$ cat config.mk
export PLATFORM = sky130hd
export DESIGN_NAME = exibe_sequencia
export DESIGN_NICKNAME = d
export VERILOG_FILES = /design/src/rtl/exibe_sequencia.sv
export SDC_FILE = /design/constraint.sdc
export NUM_CORES = 1
export LEC_CHECK = 0
export CAP_MARGIN = 20
export CORE_MARGIN = 2
export CORE_UTILIZATION = 56
export DETAILED_ROUTE_END_ITERATION = 7
export PLACE_DENSITY = 0.86
export SYNTH_ARGS = -nofsm -noshare
export SYNTH_HDL_FRONTEND = slang
export SYNTH_SLANG_ARGS = --single-unit
$ cat constraint.sdc
create_clock -name clock -period 2.75 [get_ports clock]
set_input_delay 0.55 -clock clock [delete_from_list [all_inputs] [get_ports clock]]
set_output_delay 0.55 -clock clock [all_outputs]
set_load 0.02 [all_outputs]
$ cat src/rtl/exibe_sequencia.sv
// Sequence presenter for the memory game: walks ROM addresses 0..limite and shows each move
// on the LEDs for TEMPO_ON cycles, then a dark gap of TEMPO_OFF cycles. Optional EXIBE_PAUSA_EN adds a pause input.
module exibe_sequencia #(
  parameter int TEMPO_ON  = 50000000,
  parameter int TEMPO_OFF = 25000000,
  parameter int TIMER_W   = 27
) (
  input  logic       clock,
  input  logic       reset,
  input  logic       iniciar,
  input  logic [3:0] limite,
  input  logic [3:0] dado,
`ifdef EXIBE_PAUSA_EN
  input  logic       pausa,
`endif
  output logic [3:0] endereco,
  output logic [3:0] leds,
  output logic       exibindo,
  output logic       pronto,
  output logic [3:0] db_estado
);

  typedef enum logic [2:0] {
    INICIAL = 3'd0,
    BUSCA   = 3'd1,
    CARREGA = 3'd2,
    ACENDE  = 3'd3,
    APAGA   = 3'd4,
    PROXIMO = 3'd5,
    FIM     = 3'd6
  } estado_t;

  localparam logic [TIMER_W-1:0] ON_LAST  = TIMER_W'(TEMPO_ON - 1);
  localparam logic [TIMER_W-1:0] OFF_LAST = TIMER_W'(TEMPO_OFF - 1);

  estado_t            estado, prox_estado;
  logic [TIMER_W-1:0] timer;
  logic [3:0]         limite_reg;
  logic               hold;

  logic tmr_inc, tmr_clr, leds_load, leds_clr, end_clr, end_inc, lim_cap;

`ifdef EXIBE_PAUSA_EN
  assign hold = pausa;
`else
  assign hold = 1'b0;
`endif

  // NOTE: sequential state uses non-blocking assignments so every register samples pre-edge values.
  always_ff @(posedge clock) begin
    if (!reset) estado <= INICIAL;
    else        estado <= prox_estado;
  end

  // NOTE: every signal gets a default before the case, otherwise missing branches infer latches.
  always_comb begin
    prox_estado = estado;
    tmr_inc     = 1'b0;
    tmr_clr     = 1'b0;
    leds_load   = 1'b0;
    leds_clr    = 1'b0;
    end_clr     = 1'b0;
    end_inc     = 1'b0;
    lim_cap     = 1'b0;
    case (estado)
      INICIAL: begin
        if (iniciar) begin
          lim_cap     = 1'b1;
          end_clr     = 1'b1;
          prox_estado = BUSCA;
        end
      end
      BUSCA:   prox_estado = CARREGA;
      CARREGA: begin
        leds_load   = 1'b1;
        tmr_clr     = 1'b1;
        prox_estado = ACENDE;
      end
      ACENDE: begin
        if (!hold) begin
          if (timer == ON_LAST) begin
            leds_clr    = 1'b1;
            tmr_clr     = 1'b1;
            prox_estado = APAGA;
          end else begin
            tmr_inc = 1'b1;
          end
        end
      end
      APAGA: begin
        if (!hold) begin
          if (timer == OFF_LAST) begin
            tmr_clr     = 1'b1;
            prox_estado = PROXIMO;
          end else begin
            tmr_inc = 1'b1;
          end
        end
      end
      PROXIMO: begin
        // Compare before incrementing so limite=15 finishes without wrapping the address.
        if (endereco == limite_reg) begin
          prox_estado = FIM;
        end else begin
          end_inc     = 1'b1;
          prox_estado = BUSCA;
        end
      end
      FIM:     prox_estado = INICIAL;
      default: prox_estado = INICIAL;
    endcase
  end

  // NOTE: only a handful of control registers exist here, so all of them take the reset value.
  always_ff @(posedge clock) begin
    if (!reset) begin
      endereco   <= '0;
      leds       <= '0;
      timer      <= '0;
      limite_reg <= '0;
    end else begin
      if (lim_cap)        limite_reg <= limite;
      if (end_clr)        endereco   <= '0;
      else if (end_inc)   endereco   <= endereco + 4'd1;
      if (leds_load)      leds       <= dado;
      else if (leds_clr)  leds       <= '0;
      if (tmr_clr)        timer      <= '0;
      else if (tmr_inc)   timer      <= timer + 1'b1;
    end
  end

  assign pronto    = (estado == FIM);
  assign exibindo  = (estado != INICIAL) && (estado != FIM);
  assign db_estado = {1'b0, estado};

endmodule

# ---- Word-level counts from Yosys, hierarchy flattened
# Index checks and enable logic that the tools add are counted.
dict set report op_classes {
  n_addsub 2
  n_mul 0
  div_mod_pow 0
  magnitude_cmp 0
  n_eq_ne 13
  n_shift 0
  n_mux 19
  bitwise 1
  reduce_logical 7
}
# op n
set op_table {}
lappend op_table {{$add A27 B1 Y27 const B} 1}
lappend op_table {{$eq A27 B25 Y1 const B} 1}
lappend op_table {{$eq A27 B26 Y1 const B} 1}
lappend op_table {{$pmux W3 S6} 1}
lappend op_table {{$mux W3} 4}
lappend op_table {{$mux W1} 10}
lappend op_table {{$eq A3 B3 Y1 const B} 3}
lappend op_table {{$mux W4} 2}
lappend op_table {{$eq A3 B2 Y1 const B} 2}
lappend op_table {{$ne A2 B2 Y1 const B} 3}
lappend op_table {{$add A4 B1 Y4 const B} 1}
lappend op_table {{$eq A4 B4 Y1} 1}
lappend op_table {{$reduce_or A2 Y1} 2}
lappend op_table {{$eq A3 B1 Y1 const B} 1}
lappend op_table {{$logic_not A3 Y1} 1}
lappend op_table {{$ne A3 B3 Y1 const B} 1}
lappend op_table {{$pmux W1 S3} 1}
lappend op_table {{$reduce_and A3 Y1} 1}
lappend op_table {{$reduce_bool A3 Y1} 1}
lappend op_table {{$pmux W1 S2} 1}
lappend op_table {{$reduce_bool A2 Y1} 1}
lappend op_table {{$logic_and A1 B1 Y1} 1}
lappend op_table {{$not A1 Y1} 1}
dict set report word_totals {
  reg_bits 42
  latch_bits 0
  ramBits 0
  mem_bits_ro 0
  in_bits 11
  out_inout_bits 14
  elab_cells 47
  mem_count 0
}

# ---- Depth between registers and ports, before layout
# Gate-level depths: netlist of the first run.
dict set report logic_depth {
  ltp_word 5
  mapped_depth 9
  ltp_nobuf 6
}

# ---- Least setup slack after synthesis of the first run
# No wires, ideal clock.
dict set report synth_path {
  path_kind {reg-to-reg}
  from {register timer[11]}
  to {register timer[26]}
  setup_time_ns 0.115
  arrival_ns 2.064
  required_time_ns 2.635
  path_slack_ns 0.571
  stages_incl_launch_ff 8
  n_path_buf 2
  period_less_slack_ns 2.179
  path_cell_list {dfxtp_1 -> or4b_1 -> or4_4 -> o32ai_2 -> nand2b_1 -> buf_6 -> buf_6 -> nor2_1}
}
dict set report synth_via {
  elab_chain_cells 4
  word_cells_on_any_way 10
  classes_between {add/sub: 1; eq/ne: 2; mux: 6; reduce/logical: 1}
}
# item line
set synth_rtl {}
lappend synth_rtl {{start: declaration} 37} ;# logic [TIMER_W-1:0] timer;
lappend synth_rtl {{start signal: assignment} 128} ;# else if (tmr_inc) timer <= timer + 1'b1;
lappend synth_rtl {{branches (longest 4 deep; another with $add A27 B1 Y27)} -}
# Parallel ways; which one is timed is not known.
# A chain may end at the register's enable or synchronous reset.

# ---- Worst setup path in the final report of the first run
dict set report layout_path {
  from {register estado[1]}
  to {output port exibindo}
}
dict set report layout_via {
  elab_chain_cells 2
  word_cells_on_any_way 3
  classes_between {eq/ne: 1; reduce/logical: 2}
}
# item line
set layout_rtl {}
lappend layout_rtl {{start: declaration} 36} ;# estado_t estado, prox_estado;
lappend layout_rtl {{start signal: assignment} 52} ;# else estado <= prox_estado;
lappend layout_rtl {{$ne A3 B3 Y1 or $reduce_bool A3 Y1 (tied branches)} 133} ;# assign exibindo = (estado != INICIAL) && (estado != FIM);
lappend layout_rtl {{$logic_and A1 B1 Y1 (*)} 133}
lappend layout_rtl {{end: declaration} 18} ;# output logic exibindo,
# Every way passes the cells marked *; elsewhere a longest branch is shown, timed or not.

==> results_dict.tcl, run 1 <==
set metrics [dict create \
    outcome "finished clean" \
    timing.slew.headroom_pct 57.8 \
    stdcell_count 325 \
    synth_compound_gate_area_share_pct 12.2 \
    netlist.top_cell.by_area "sky130_fd_sc_hd__dfxtp_1" \
    power_density_nw_per_um2 515 \
    routed_wire_length_per_instance_um 14.7 \
    dp_hpwl_mm 3.39 \
    core.rowCount 22 \
    area_share_of_fa_ha_maj_cells_after_synthesis_pct 1.12 \
    grtUsageMet3_pct 6.67 \
    place_inst 317 \
    cts_hold_repair.buffers 0 \
    synth-seq-cells 42 \
    grtUsageMet1_pct 30.9 \
    rsz_0062_raised_after_global_routing "false" \
    clkTransAtPathRegs_ps 80 \
    io-pin-count 25 \
    start_util_pct 59.9 \
    crit_required_ps 2200 \
    register_name_with_the_most_flops "timer" \
    wire_length_of_the_first_global_routing_pass_mm 8.40 \
    hold_slack_ps 487 \
    critPathLaunchType "flop" \
    post_route_setup_tns_ps 0 \
    synth_top_area_share_pct 37.5 \
    via_count_of_the_first_global_routing_pass 1813 \
    place.gp.congestion 0.833 \
    slew_viol_final 0 \
    tightestPinTransition_ps 632 \
    die_h_um 67.3 \
    detail_route.wirelength_mm 4.77 \
    detailedRoute.firstPassIterationCount 4 \
    post_synth_mux_area_share_pct 2.23 \
    worst_ir_drop_vdd_v 0.000390 \
    final_min_period_ps 2490 \
    synthesis.area_sq_um 2240 \
    synth.distinct_cells 47 \
    finalSetupViolations 0 \
    cts_made_buffers 5 \
    tritoncts_num_sinks 42 \
    grt-busiest-layer "met2" \
    synthesis.instances 253 \
    postSynth.asyncResetShare_pct 0 \
    critPathCaptureType "primary output" \
    finalHoldViolations 0 \
    fill_cells 321 \
    path_class "reg -> out" \
    critical_path.max_fanout 12 \
    number_of_enable_flip_flop_cells_after_synthesis 0 \
    synth.yosys.seq_area_share_pct 37.5 \
    maximum_number_of_pins_on_one_net_before_global_route_repair 18 \
    grt_util_met2_pct 40.2 \
    floorplan.die.width_um 67.3 \
    power.leakage_nw 0.823 \
    antenna_cells_inserted 0 \
    largest_reg_flops 27 \
    coreArea_sq_um 3740 \
    dpl_worst_slack_ps 389 \
    route.detailed.drc 0 \
    synth_nets 266 \
    layout_worst_path_cycle_share_pct 90.6 \
    synth_most_common_cell "sky130_fd_sc_hd__dfxtp_1" \
    sum_of_internal_switching_and_leakage_power_w 0.00135 \
    synth_xor_xnor_area_share_pct 12.9 \
    achievable-frequency_mhz 402 \
    ctsResizeCount 0 \
    grt.total_usage_pct 24.7 \
    worst_hold_path_type "reg -> reg" \
    cts-root-to-sink-buffers 2 \
    layout_overhead_on_the_synthesized_area_pct 16.6 \
    dominant_combinational_cell_family_by_area_after_synthesis "simple AND/OR/NAND/NOR gates" \
    synth_top_cells_by_count "sky130_fd_sc_hd__dfxtp_1, sky130_fd_sc_hd__nor2_1, sky130_fd_sc_hd__xnor2_1" \
    ys.warnings.count 0 \
    floorplan.die_area_sq_um 4530 \
    global_route.overflow_total 0 \
    initialDrtViolationCount 123 \
    synth_flop_cell "sky130_fd_sc_hd__dfxtp_1" \
    final.setup.worst_slack_ps 259 \
    postCtsSetupRepairBufs 0 \
    synthesis.area_per_instance_sq_um 8.86 \
    critical_path_arrival_ps 1940 \
    layout.nets 289 \
    cts_htree_levels 2 \
    cts_tree "built" \
    number_of_antenna_violations_at_the_first_check_in_global_routing 0 \
    clk_latency_ps 300 \
    cap_violations 0 \
    placement.io_buffers 23 \
    fin_skew_ps 8.85 \
    synth_area_leaders "sky130_fd_sc_hd__dfxtp_1, sky130_fd_sc_hd__xnor2_1, sky130_fd_sc_hd__nor2_1" \
    layout-drive-gt1-share_pct 10.1 \
    ctsRootBufferMaster "sky130_fd_sc_hd__clkbuf_8" \
    dr_total_vias 1858 \
    antenna_violating_nets_post_route 0 \
    area_fraction_in_and_or_nand_and_nor_cells_after_synthesis_pct 28.9 \
    vias_per_cell 5.72 \
]
[layout by cell type, fill, tap and decap left out, types with 4 or more instances in the layout]
cell type / Yosys / final
sky130_fd_sc_hd__nand2_1: 18 / 18
sky130_fd_sc_hd__dfxtp_1: 42 / 42
sky130_fd_sc_hd__nand2b_1: 4 / 4
sky130_fd_sc_hd__mux2i_1: 5 / 5
sky130_fd_sc_hd__a21oi_2: 7 / 7
sky130_fd_sc_hd__a22o_1: 4 / 4
sky130_fd_sc_hd__a211oi_1: 4 / 4
sky130_fd_sc_hd__and3_1: 5 / 5
sky130_fd_sc_hd__clkdlybuf4s50_1: 0 / 23
sky130_fd_sc_hd__nand3_1: 15 / 15
sky130_fd_sc_hd__or3_1: 6 / 6
sky130_fd_sc_hd__xnor2_1: 29 / 29
sky130_fd_sc_hd__nor3_1: 4 / 4
sky130_fd_sc_hd__nor2b_1: 8 / 8
sky130_fd_sc_hd__nand4_1: 8 / 8
sky130_fd_sc_hd__nor2_1: 35 / 35
sky130_fd_sc_hd__buf_4: 2 / 7
sky130_fd_sc_hd__xor2_1: 4 / 4
sky130_fd_sc_hd__clkbuf_8: 0 / 5
sky130_fd_sc_hd__a21oi_1: 6 / 6
[layer usage]
metal,vias up,share of wire [%]
met1,879,47
met2,40,47
met5,-,0
met4,0,1.4
li1,932,-
met3,7,4.2
[kinds of logic (layout without fill, tap and decap cells)]
logic type | Yosys count | count (layout)
AO/OA/AOI/OAI | 34 | 34
XOR/XNOR | 33 | 33
adder cells (fa/ha/maj) | 2 | 2
buffers and inverters | 15 | 39
flip-flops | 42 | 42
multiplexers | 5 | 5
other | 1 | 1
AND/OR/NAND/NOR | 121 | 121
[critical path, stage by stage, from the launching register on]
cell                              delay [ps]
sky130_fd_sc_hd__dfxtp_1                 550
sky130_fd_sc_hd__nor2b_1                 150
sky130_fd_sc_hd__or3_1                   380
sky130_fd_sc_hd__clkdlybuf4s50_1         550
[through the flow]
step | util [%] | cell area (sq um)
after CTS | 69.8 | 2610
after global routing | 69.8 | 2610
after floorplan | - | 2240
after global placement | 66.1 | 2480
after detailed placement | 66.1 | 2480
final | 69.8 | 2610
[worst paths after layout]
kind	start	end	slack [ps]	cells past startpoint
max reg2reg	timer[6]	timer[3]	370	7
min	leds[3]	leds[3]	490	1
max	estado[1]	exibindo	260	3
min reg2reg	leds[3]	leds[3]	490	1
[layout make-up]
class | instances | area, sq um | area share, %
repair buffers | 30 | 283 | 10.8
clock inverters | 3 | 68.8 | 2.63
well taps | 48 | 60.1 | 2.30
multi-input cells | 196 | 1290 | 49.3
flip-flops and latches | 42 | 841 | 32.2
clock buffers | 5 | 68.8 | 2.63
inverters | 1 | 3.75 | 0.144
[where the power goes]
| group | internal (W) | total [W] | switching (W) |
|---|---|---|---|
| registers | 0.000620 | 0.000636 | 0.0000167 |
| clock network | 0.000364 | 0.000586 | 0.000222 |
| logic | 0.0000598 | 0.000123 | 0.0000628 |
| total | 0.00104 | 0.00134 | 0.000302 |
No activity file was read; power rests on OpenSTA's default activity.
==> run 2: changes to the inputs <==
CTS_CLUSTER_SIZE = 30   (was unset)
SKIP_CTS_REPAIR_TIMING = 1   (was unset)
clock period = 2.65 ns   (was 2.75 ns; I/O delays follow)
==> run 2 against run 1 <==
Via count increased by 0.70%. Wire length decreased by 4.8%. Flip-flop and latch count unchanged. Clock power decreased by 27%. Clock skew decreased by 4.0 ps. Critical path depth unchanged. Design area decreased by 1.9%. Worst setup slack got worse by 87 ps. Die area unchanged. First-iteration DRC count increased by 11%. Critical endpoint unchanged. Largest cell class unchanged.
==> results_dict.tcl, run 2 (synthesis results as in run 1) <==
set metrics [dict create \
    detailedRoute.firstPassIterationCount 4 \
    path_cells "nor2b_1 -> or3_1 -> clkdlybuf4s50_1" \
    place.gp.congestion 0.873 \
    number_of_antenna_violations_at_the_first_check_in_global_routing 0 \
    layout.nets 287 \
    critPathMaxStageDelay_ps 560 \
    routed_wire_length_per_instance_um 14.1 \
    critical_path_arrival_ps 1950 \
    setup.reg_to_reg.worst_slack_ps 190 \
    dp_hpwl_mm 3.19 \
    start_util_pct 59.9 \
    seq_area_sq_um 841 \
    layout_overhead_on_the_synthesized_area_pct 14.4 \
    die_h_um 67.3 \
    cp_slowest_cell "sky130_fd_sc_hd__dfxtp_1" \
    timing.rr.start "timer[11]" \
    global_route.overflow_total 0 \
    power.leakage_nw 0.800 \
    hold_slack_ps 491 \
    power_density_nw_per_um2 472 \
    rsz_0062_raised_after_global_routing "false" \
    post-route-util_pct 68.5 \
    path_class "reg -> out" \
    cts_tree "built" \
    via_count_of_the_first_global_routing_pass 1830 \
    finalHoldViolations 0 \
    finalSetupViolations 0 \
    crit_required_ps 2120 \
    crit_end "exibindo" \
    placement.io_buffers 23 \
    floorplan.die.width_um 67.3 \
    layout_worst_path_cycle_share_pct 93.5 \
    detail_route.wirelength_mm 4.54 \
    leading_cell_types_in_the_layout_fill_and_taps_excluded "sky130_fd_sc_hd__dfxtp_1, sky130_fd_sc_hd__nor2_1, sky130_fd_sc_hd__xnor2_1, sky130_fd_sc_hd__clkdlybuf4s50_1, sky130_fd_sc_hd__nand2_1" \
    layout-drive-gt1-share_pct 9.09 \
    critical_path.max_fanout 12 \
    grt.total_usage_pct 23.3 \
    worstHoldPathCells 1 \
    vias_per_cell 5.79 \
    worst_ir_drop_vdd_v 0.000368 \
    largest_reg_flops 27 \
    core.rowCount 22 \
    wire_length_of_the_first_global_routing_pass_mm 8.13 \
    tightestPinTransition_ps 709 \
    tritoncts_num_sinks 42 \
    io-pin-count 25 \
    fill_cells 300 \
    outcome "finished clean" \
    crit-reg2reg-capture "timer[25]" \
    stdcell_count 323 \
    initialDrtViolationCount 137 \
    cts-root-to-sink-buffers 2 \
    ctsRootBufferMaster "sky130_fd_sc_hd__clkbuf_8" \
    cts_made_buffers 5 \
    slew_viol_final 0 \
    antenna_cells_inserted 0 \
    route.detailed.drc 0 \
    post_route_setup_tns_ps 0 \
    timing.reg2reg.worst_path_depth 7 \
    final.setup.worst_slack_ps 172 \
    dpl_worst_slack_ps 229 \
    achievable-frequency_mhz 404 \
    timing.slew.headroom_pct 52.3 \
    dr_total_vias 1871 \
    register_name_with_the_most_flops "timer" \
    worst_hold_path_type "reg -> reg" \
    place_inst 315 \
    multiInputGateArea_sq_um 1290 \
    crit_start "estado[1]" \
    floorplan.die_area_sq_um 4530 \
    mostFrequentLayoutCell "sky130_fd_sc_hd__dfxtp_1" \
    critPathLaunchType "flop" \
    antenna_violating_nets_post_route 0 \
    cts_htree_levels 2 \
    critPathCaptureType "primary output" \
    fin_skew_ps 4.82 \
    coreArea_sq_um 3740 \
    clkTransAtPathRegs_ps 80 \
    maximum_number_of_pins_on_one_net_before_global_route_repair 28 \
    cap_violations 0 \
    final_min_period_ps 2480 \
    clk_latency_ps 290 \
]
[run 2: cell types whose count changed in the layout (fill, tap and decap cells not counted)]
cell	previous run	this run
sky130_fd_sc_hd__clkbuf_8	5	6
sky130_fd_sc_hd__clkbuf_1	0	1
sky130_fd_sc_hd__bufinv_16	2	0
sky130_fd_sc_hd__clkinv_4	1	0
sky130_fd_sc_hd__clkinv_2	0	1
sky130_fd_sc_hd__buf_4	7	4
sky130_fd_sc_hd__buf_12	0	1
[run 2: final cells by class]
cell class,instances,share of cell area (%)
multi-input cells,196,50.2
flip-flops and latches,42,32.8
repair buffers,28,10.9
clock buffers,7,3.37
well taps,48,2.34
clock inverters,1,0.195
inverters,1,0.146
[run 2: metrics by stage]
step / total power (W) / instance area [sq um]
6_report: 0.00121 / 2560
5_1_grt: 0.00126 / 2560
4_1_cts: 0.00122 / 2560
3_5_place_dp: 0.000800 / 2470
3_3_place_gp: 0.000799 / 2470
2_1_floorplan: 0.000759 / 2240
[run 2: worst min-delay path by stage]
stage / start / end / slack, ps
after floorplan: timer[5] / timer[5] / 480
after global placement: leds[3] / leds[3] / 470
after detailed placement: leds[0] / leds[0] / 470
after CTS: leds[3] / leds[3] / 490
after global routing: leds[1] / leds[1] / 520
final: leds[0] / leds[0] / 490
[run 2: critical path, delay by kind of cell (launching register included)]
kind,cells,cell delay (ps)
flops,1,560
simple gates,2,540
buf+inv,1,550
[run 2: per-layer routing]
layer / vias up / GRT usage, % / wire (um)
met1: 881 / 29.9 / 2120
li1: 922 / - / -
met2: 61 / 36.3 / 2130
met3: 7 / 7.17 / 245
met4: 0 / 9.69 / 51
met5: - / 0 / 0
[run 2: power by group]
part | total [W] | switching, W | internal [W]
Clock | 0.000425 | 0.000214 | 0.000210
Combinational | 0.000125 | 0.0000624 | 0.0000630
Sequential | 0.000660 | 0.0000171 | 0.000643
Total | 0.00121 | 0.000294 | 0.000916
==> run 3: changes to the inputs <==
PLACE_DENSITY = 0.79   (was 0.86)
==> run 3 against run 2 <==
Global-route usage fell by 0.16 points. Critical path depth did not move. Hold slack got worse by 7.6 ps. Critical endpoint unchanged.
==> results_dict.tcl, run 3 (synthesis results as in run 1) <==
set metrics [dict create \
    outcome "finished clean" \
    cts_made_buffers 5 \
    layout.nets 290 \
    wire_length_of_the_first_global_routing_pass_mm 7.87 \
    final_min_period_ps 2460 \
    clk_latency_ps 300 \
    setup.reg_to_reg.worst_slack_ps 320 \
    critical_path_arrival_ps 1930 \
    crit_required_ps 2120 \
    worst_hold_path_type "reg -> reg" \
    critPathTopFamily "flip-flops" \
    grt.total_usage_pct 23.1 \
    initialDrtViolationCount 135 \
    place.gp.congestion 0.876 \
    timing.rr.start "timer[11]" \
    largest_reg_flops 27 \
    coreArea_sq_um 3740 \
    layout_worst_path_cycle_share_pct 92.9 \
    achievable-frequency_mhz 406 \
    tritoncts_num_sinks 42 \
    maximum_number_of_pins_on_one_net_before_global_route_repair 28 \
    critPathCaptureType "primary output" \
    detailedRoute.firstPassIterationCount 4 \
    critPathLaunchType "flop" \
    path_cells "nor2b_1 -> or3_1 -> clkdlybuf4s50_1" \
    finalSetupViolations 0 \
    worst_ir_drop_vdd_v 0.000408 \
    final.setup.worst_slack_ps 189 \
    power_density_nw_per_um2 469 \
    cp.depth 3 \
    cp.buffers_inverters 1 \
    fin_skew_ps 6.32 \
    stdcell_count 326 \
    dpl_worst_slack_ps 353 \
    slew_viol_final 0 \
    leading_cell_types_in_the_layout_fill_and_taps_excluded "sky130_fd_sc_hd__dfxtp_1, sky130_fd_sc_hd__nor2_1, sky130_fd_sc_hd__xnor2_1, sky130_fd_sc_hd__clkdlybuf4s50_1, sky130_fd_sc_hd__nand2_1" \
    start_util_pct 59.9 \
    detail_route.wirelength_mm 4.62 \
    floorplan.die.width_um 67.3 \
    antenna_cells_inserted 0 \
    cap_violations 0 \
    crit_start "estado[1]" \
    antenna_violating_nets_post_route 0 \
    post_route_setup_tns_ps 0 \
    die_h_um 67.3 \
    worstHoldStart "leds[2]" \
    global_route.overflow_total 0 \
    layout_overhead_on_the_synthesized_area_pct 15.4 \
    place_inst 318 \
    power.leakage_nw 0.814 \
    rsz_0062_raised_after_global_routing "false" \
    placement.io_buffers 23 \
    fill_cells 318 \
    finalHoldViolations 0 \
    layout-drive-gt1-share_pct 10.1 \
    timing.slew.headroom_pct 57.7 \
    floorplan.die_area_sq_um 4530 \
    cp_slowest_cell "sky130_fd_sc_hd__dfxtp_1" \
    core.rowCount 22 \
    mostFrequentLayoutCell "sky130_fd_sc_hd__dfxtp_1" \
    routed_wire_length_per_instance_um 14.2 \
    vias_per_cell 5.66 \
    tightestPinTransition_ps 633 \
    worstHoldPathCells 1 \
    cts_htree_levels 2 \
    via_count_of_the_first_global_routing_pass 1756 \
    timing.reg2reg.worst_path_depth 7 \
    dr_total_vias 1844 \
    ctsRootBufferMaster "sky130_fd_sc_hd__clkbuf_8" \
    clkTransAtPathRegs_ps 70 \
    io-pin-count 25 \
    dp_hpwl_mm 3.32 \
    critical_path.max_fanout 12 \
    path_class "reg -> out" \
    cts_tree "built" \
    register_name_with_the_most_flops "timer" \
    number_of_antenna_violations_at_the_first_check_in_global_routing 0 \
    cts-root-to-sink-buffers 2 \
    route.detailed.drc 0 \
    critPathMaxStageDelay_ps 550 \
]
-- run 3: power breakdown --
part	switching, W	internal (W)
clock network	0.000215	0.000210
registers	0.0000170	0.000643
logic	0.0000642	0.0000638
-- run 3: layout make-up --
cell class	instances	area [sq um]	area share [%]
sequential	42	841	32.5
multi-input combinational	196	1290	49.8
timing repair buffer	31	303	11.7
clock inverter	1	5.00	0.193
tap	48	60.1	2.32
inverter	1	3.75	0.145
clock buffer	7	86.3	3.34
-- run 3: path summary, 6_finish.rpt --
kind                to
max           exibindo
min            leds[2]
max reg2reg  timer[25]
min reg2reg    leds[2]
-- run 3: through the flow --
step / util (%) / area, sq um / hold WS (ps) / power [W]
floorplan: - / 2240 / 478 / 0.000759
global placement: 66.7 / 2500 / 468 / 0.000800
detailed placement: 66.7 / 2500 / 463 / 0.000802
CTS: 69.1 / 2590 / 488 / 0.00123
global route: 69.1 / 2590 / 516 / 0.00126
finish: 69.1 / 2590 / 483 / 0.00121
-- run 3: worst register-to-register path, delay by kind of cell, from the launching register on --
kind	cells	cell delay (ps)
buffers and inverters	1	260
AND/OR/NAND/NOR	3	1140
AO/OA/AOI/OAI	2	310
XOR/XNOR	1	150
flip-flops	1	360
-- run 3: metal layers --
| layer | GRT usage (%) | routed length, um | up-vias |
|---|---|---|---|
| li1 | - | - | 932 |
| met1 | 28.9 | 2140 | 852 |
| met2 | 37.0 | 2120 | 51 |
| met3 | 6.33 | 279 | 9 |
| met4 | 11.0 | 90 | 0 |
| met5 | 0 | 0 | - |
